`src/rtl/cpu_clock_ctrl.sv`:
```
// cpu_clock_ctrl: clock-enable and reset controller between the PLL and the computer core.
// Define STEP_COUNTER_EN to count issued enable pulses on step_count_o (saturating).
module cpu_clock_ctrl #(
  parameter int unsigned DIV_WIDTH       = 24,
  parameter int unsigned DEBOUNCE_CYCLES = 200_000,
  parameter int unsigned RST_SYNC_STAGES = 2
) (
  input  logic                 clk,
  input  logic                 rst_n,
  input  logic                 pll_locked_i,
  input  logic [1:0]           mode_i,
  input  logic                 step_btn_i,
  input  logic [DIV_WIDTH-1:0] div_i,
  input  logic                 halt_req_i,
  output logic                 sys_reset_o,
  output logic                 cpu_clk_en_o,
  output logic [2:0]           state_o,
  output logic [15:0]          step_count_o
);

  typedef enum logic [2:0] {
    StReset  = 3'd0,
    StHalt   = 3'd1,
    StStep   = 3'd2,
    StSlow   = 3'd3,
    StRun    = 3'd4,
    StHalted = 3'd5
  } state_e;

  localparam int unsigned DbWidth = $clog2(DEBOUNCE_CYCLES + 1);

  // Reset: asserted asynchronously, released through a synchroniser.
  logic                       arst_n;
  logic                       core_rst_n;
  logic [RST_SYNC_STAGES-1:0] rst_sync_q;

  assign arst_n = rst_n & pll_locked_i;

  always_ff @(posedge clk or negedge arst_n) begin
    if (!arst_n) begin
      rst_sync_q <= '0;
    end else begin
      rst_sync_q <= {rst_sync_q[RST_SYNC_STAGES-2:0], 1'b1};
    end
  end

  assign core_rst_n  = rst_sync_q[RST_SYNC_STAGES-1];
  assign sys_reset_o = ~core_rst_n;

  // Step button: synchroniser, then debounce on the synchronised level.
  logic [1:0]         btn_sync_q;
  logic               btn_level_q, btn_level_d;
  logic [DbWidth-1:0] db_cnt_q, db_cnt_d;
  logic               btn_rise;

  always_comb begin
    btn_level_d = btn_level_q;
    db_cnt_d    = '0;
    if (btn_sync_q[1] != btn_level_q) begin
      if (db_cnt_q == DbWidth'(DEBOUNCE_CYCLES - 1)) begin
        btn_level_d = btn_sync_q[1];
      end else begin
        db_cnt_d = db_cnt_q + 1'b1;
      end
    end
  end

  assign btn_rise = btn_level_d & ~btn_level_q;

  always_ff @(posedge clk or negedge core_rst_n) begin
    if (!core_rst_n) begin
      btn_sync_q  <= '0;
      btn_level_q <= 1'b0;
      db_cnt_q    <= '0;
    end else begin
      btn_sync_q  <= {btn_sync_q[0], step_btn_i};
      btn_level_q <= btn_level_d;
      db_cnt_q    <= db_cnt_d;
    end
  end

  // Enable FSM.
  state_e               state_q, state_d;
  state_e               mode_state;
  logic                 en_q, en_d;
  logic [DIV_WIDTH-1:0] div_cnt_q, div_cnt_d;
  logic [DIV_WIDTH-1:0] div_last;

  // Ratios 0 and 1 both wrap every cycle.
  assign div_last = (div_i == '0) ? '0 : div_i - 1'b1;

  always_comb begin
    mode_state = StHalt;
    case (mode_i)
      2'b00:   mode_state = StHalt;
      2'b01:   mode_state = StStep;
      2'b10:   mode_state = StSlow;
      default: mode_state = StRun;
    endcase
  end

  always_comb begin
    state_d   = state_q;
    en_d      = 1'b0;
    div_cnt_d = '0;
    case (state_q)
      StReset:  state_d = mode_state;
      StHalt:   state_d = mode_state;
      StStep: begin
        en_d    = btn_rise;
        state_d = mode_state;
      end
      StSlow: begin
        if (div_cnt_q >= div_last) begin
          en_d = 1'b1;
        end else begin
          div_cnt_d = div_cnt_q + 1'b1;
        end
        state_d = mode_state;
      end
      StRun: begin
        en_d    = 1'b1;
        state_d = mode_state;
      end
      StHalted: state_d = StHalted;
      default:  state_d = StReset;
    endcase
    // A halt request wins over any pulse due in the same cycle.
    if (halt_req_i && (state_q inside {StStep, StSlow, StRun})) begin
      state_d = StHalted;
      en_d    = 1'b0;
    end
  end

  always_ff @(posedge clk or negedge core_rst_n) begin
    if (!core_rst_n) begin
      state_q   <= StReset;
      en_q      <= 1'b0;
      div_cnt_q <= '0;
    end else begin
      state_q   <= state_d;
      en_q      <= en_d;
      div_cnt_q <= div_cnt_d;
    end
  end

  assign cpu_clk_en_o = en_q;
  assign state_o      = state_q;

`ifdef STEP_COUNTER_EN
  logic [15:0] step_count_q;

  always_ff @(posedge clk or negedge core_rst_n) begin
    if (!core_rst_n) begin
      step_count_q <= '0;
    end else if (en_q && (step_count_q != 16'hFFFF)) begin
      step_count_q <= step_count_q + 16'd1;
    end
  end

  assign step_count_o = step_count_q;
`else
  assign step_count_o = 16'h0000;
`endif

endmodule

```
`config.mk`:
```
export PLATFORM = sky130hd
export DESIGN_NAME = cpu_clock_ctrl
export DESIGN_NICKNAME = d
export VERILOG_FILES = /design/src/rtl/cpu_clock_ctrl.sv
export SDC_FILE = /design/constraint.sdc
export NUM_CORES = 1
export LEC_CHECK = 0
export ABC_AREA = 1
export CAP_MARGIN = 10
export CORE_MARGIN = 5
export CORE_UTILIZATION = 55
export CTS_CLUSTER_DIAMETER = 100
export DETAILED_ROUTE_END_ITERATION = 10
export PLACE_DENSITY = 0.79
export SLEW_MARGIN = 20
export SYNTH_ARGS = -nofsm -noshare
export SYNTH_HDL_FRONTEND = slang
export SYNTH_SLANG_ARGS = --single-unit
export TNS_END_PERCENT = 100
```
`constraint.sdc`:
```
create_clock -name clk -period 2 [get_ports clk]
set_input_delay 0.4 -clock clk [delete_from_list [all_inputs] [get_ports clk]]
set_output_delay 0.4 -clock clk [all_outputs]
set_load 0.05 [all_outputs]
```
==> results.py <==
metrics = {
    "worst_setup_path": {
        "cpPeakStageDelay_ns": 0.30,
        "critPathRequiredTime_ns": 2.20,
        "crit_start": "div_i[10]",
        "cp-end-kind": "flip-flop",
        "critical_path_buf_inv_count": 4,
        "path_max_fanout": 8,
        "cpLargestDelayFamily": "simple AND/OR/NAND/NOR gates",
        "slowest_stage": "ha_4",
        "crit_chain": "buf_2 -> inv_2 -> nand2_4 -> nor3_4 -> nand2_2 -> nor2_4 -> inv_4 -> nor2_4 -> xor2_1 -> nand2_1 -> ha_4 -> nand2_4 -> nor2_4 -> nand3_2 -> nor2_2 -> nand2_2 -> nand2_4 -> clkinv_8 -> nand2_8 -> nor2_1",
        "worstPathArrival_ns": 2.85,
        "crit_path_start_kind": "primary input",
        "crit_type": "primary input to flip-flop",
        "timing.rr.start": "div_cnt_q[14]",
    },
    "power_and_ir_drop": {
        "p_clk_share_pct": 29.4,
        "power_density_mw_per_mm2": 363,
        "p_int_w": 0.00152,
        "netSwitchingFraction_pct": 29.6,
        "finalPower_w": 0.00216,
        "p_switching_w": 0.000639,
        "p_seq_share_pct": 48.5,
        "peakVddDrop_uv": 516,
        "power_leakage_nw": 2.77,
        "power_frac_comb_pct": 22.2,
    },
    "place": {
        "io_buffers": 35,
        "preCtsSetupSlack_ns": -1.33,
        "hpwlAfterDp_um": 7890,
        "place_area_mm2": 0.00496,
        "gp_congestion": 0.913,
    },
    "clock_network": {
        "cts_tree": "yes",
        "cts_root_buf": "clkbuf_8",
        "cts.clk_slew.worst_paths_ns": 0.10,
        "numClockSinks": 51,
        "htree_levels": 2,
        "postCtsHoldBufs": 0,
        "cts_made_buffers": 5,
        "cts_buffer_depth": 2,
        "worst_skew_pair.late_latency_ns": 0.31,
    },
    "status": {
        "violations": "setup timing",
        "status": "finished, violations left",
    },
    "finish": {
        "mostFrequentLayoutCell": "nand2_1",
        "fin_util_pct": 81.4,
        "syn_to_final_growth_pct": 42.9,
        "design_area_mm2": 0.00594,
        "drive_above_1_share_pct": 36.5,
        "antenna_cells": 0,
        "final_cell_mix": "nand2_1, buf_4, nor2_1",
        "nets": 767,
    },
    "global_routing": {
        "met1_usage_pct": 28.1,
        "grt_overflow_total": 0,
        "first_global_vias": 4356,
        "antenna_found_initial": 0,
        "grt_max_degree": 50,
        "use_met3_pct": 3.96,
        "grt_usage_pct": 24.6,
        "met2_usage_pct": 45.1,
        "grt_pass1_wl_um": 19400,
        "grt-busiest-layer": "met2",
    },
    "sta": {
        "final-hold-violation-count": 0,
        "postLayoutSetupSlackWorst_ns": -0.649,
        "fin_crit_ns": 2.65,
        "setup-tns-final_ns": -15.35,
        "finClkSkew_ns": 0.0101,
        "min_period_over_period_pct": 132,
        "tightest_slew_ns": 0.617,
        "slew_headroom_pct": 58.9,
        "maxSlewViolCount": 0,
        "finalSetupViolCount": 25,
        "rsz0062_at_grt": "yes",
        "fmax_mhz": 377,
    },
    "yosys": {
        "yosys_most_used_dff": "dfrtp_1",
        "synth_edf_count": 0,
        "synth.avg_cell_area_um2": 7.18,
        "ys_seq_area_share_pct": 30.7,
        "synthCells": 579,
        "ys_seq_elements": 51,
        "synth.distinct_cells": 38,
        "netlist_area_mm2": 0.00416,
        "async_reset_ff_share_pct": 100,
        "ys_warn_count": 0,
    },
    "floorplan": {
        "rows": 31,
        "floorplan.initialDensity_pct": 57.0,
        "core_area_mm2": 0.00729,
        "die-area_mm2": 0.00939,
        "die_height_um": 96.9,
        "num_io_pins": 52,
        "die_w_um": 96.9,
    },
    "drt": {
        "routedWlPerCell_um": 16.1,
        "firstDrtPassIters": 5,
        "drtAntennaViolNets": 0,
        "drtIter0Drc": 225,
        "routed_wl_um": 13000,
        "num_vias": 4326,
        "avgViaCountPerCell": 5.37,
        "drc_errors": 0,
    },
    "flow_run": {
        "drv_cap": 0,
    },
    "min_path": {
        "hold_path_class": "primary input to asynchronous set/reset pin",
    },
}
[cells in the mapped netlist, types with 4 or more instances]
cell | n | area share (%)
nand2_1 | 134 | 12
nor2_1 | 103 | 9.3
inv_1 | 66 | 6.0
dfrtp_1 | 51 | 31
nand3_1 | 40 | 4.8
ha_1 | 31 | 9.3
xor2_1 | 21 | 4.4
buf_4 | 16 | 2.9
nand4_1 | 14 | 2.1
a21oi_1 | 13 | 1.6
nor3_1 | 10 | 1.2
nor2_4 | 7 | 1.9
xnor2_1 | 7 | 1.5
nor2_2 | 6 | 0.90
nor3_2 | 6 | 1.4
o21ai_0 | 6 | 0.72
nor4_1 | 5 | 0.75
or2_2 | 5 | 0.75
a21o_1 | 4 | 0.72
inv_2 | 4 | 0.36
[logic make-up after synthesis]
kind of cell | share of synthesized area [%]
buf+inv | 9.61
fa+ha+maj | 9.33
simple gates | 39.9
xor+xnor | 5.90
flops | 30.7
other cells | 0.181
compound gates | 4.34
[layer usage]
layer | vias up | share of wire, %
li1 | 2075 | -
met1 | 2008 | 39
met5 | - | 0
met3 | 54 | 5.0
met2 | 189 | 52
met4 | 0 | 3.9
[power groups by stage]
| stage | clock network [W] | logic (W) | registers (W) |
|---|---|---|---|
| 6_report | 0.000633 | 0.000478 | 0.00105 |
| 5_1_grt | 0.000689 | 0.000510 | 0.00105 |
| 3_3_place_gp | 0 | 0.000359 | 0.00107 |
| 2_1_floorplan | 0 | 0.000211 | 0.00108 |
| 3_5_place_dp | 0 | 0.000366 | 0.00107 |
| 4_1_cts | 0.000640 | 0.000422 | 0.00105 |
[flip-flops by register name, indices dropped and copies added, names as in the netlist]
name	count
div_cnt_q	24
btn_sync_q	2
state_o	3
rst_sync_q	2
db_cnt_q	18
btn_level_q	1
cpu_clk_en_o	1
[tightest hold or removal path, cell delays in order]
cell and delay, ns:
clkdlybuf4s50_1 0.46, nand2_1 0.05, inv_1 0.07
[final cells by class]
class,instances,area (um2)
clock inverter,2,13.8
clock buffer,6,82.6
tap,99,124
multi-input combinational,458,3170
fill,432,1360
sequential,51,1280
inverter,70,282
timing repair buffer,119,990
[stage by stage]
step                std cells  hold WS [ns]
floorplan                 594         0.178
global placement          761         0.334
detailed placement        761         0.340
CTS                       799         0.326
global route              805         0.342
finish                    805         0.326
[final timing paths]
check / slack [ns] / to / cells after the start
setup / recovery: -0.65 / div_cnt_q[23] / 20
hold / removal: 0.33 / rst_sync_q[1] / 3
setup reg to reg: 0.07 / div_cnt_q[23] / 10
hold reg to reg: 0.36 / rst_sync_q[1] / 0
max in group asynchronous: 1.18 / div_cnt_q[17] / 1
min in group clk: 0.36 / rst_sync_q[1] / 0
[timing repair]
item / in CTS / in global routing
resized for setup: 165 / 62
cloned: 4 / 0
setup buffers: 26 / 6
pin swaps: 62 / 37
endpoints found under the setup margin: 25 / 27
Note: power is estimated with default switching activity, not from simulation.
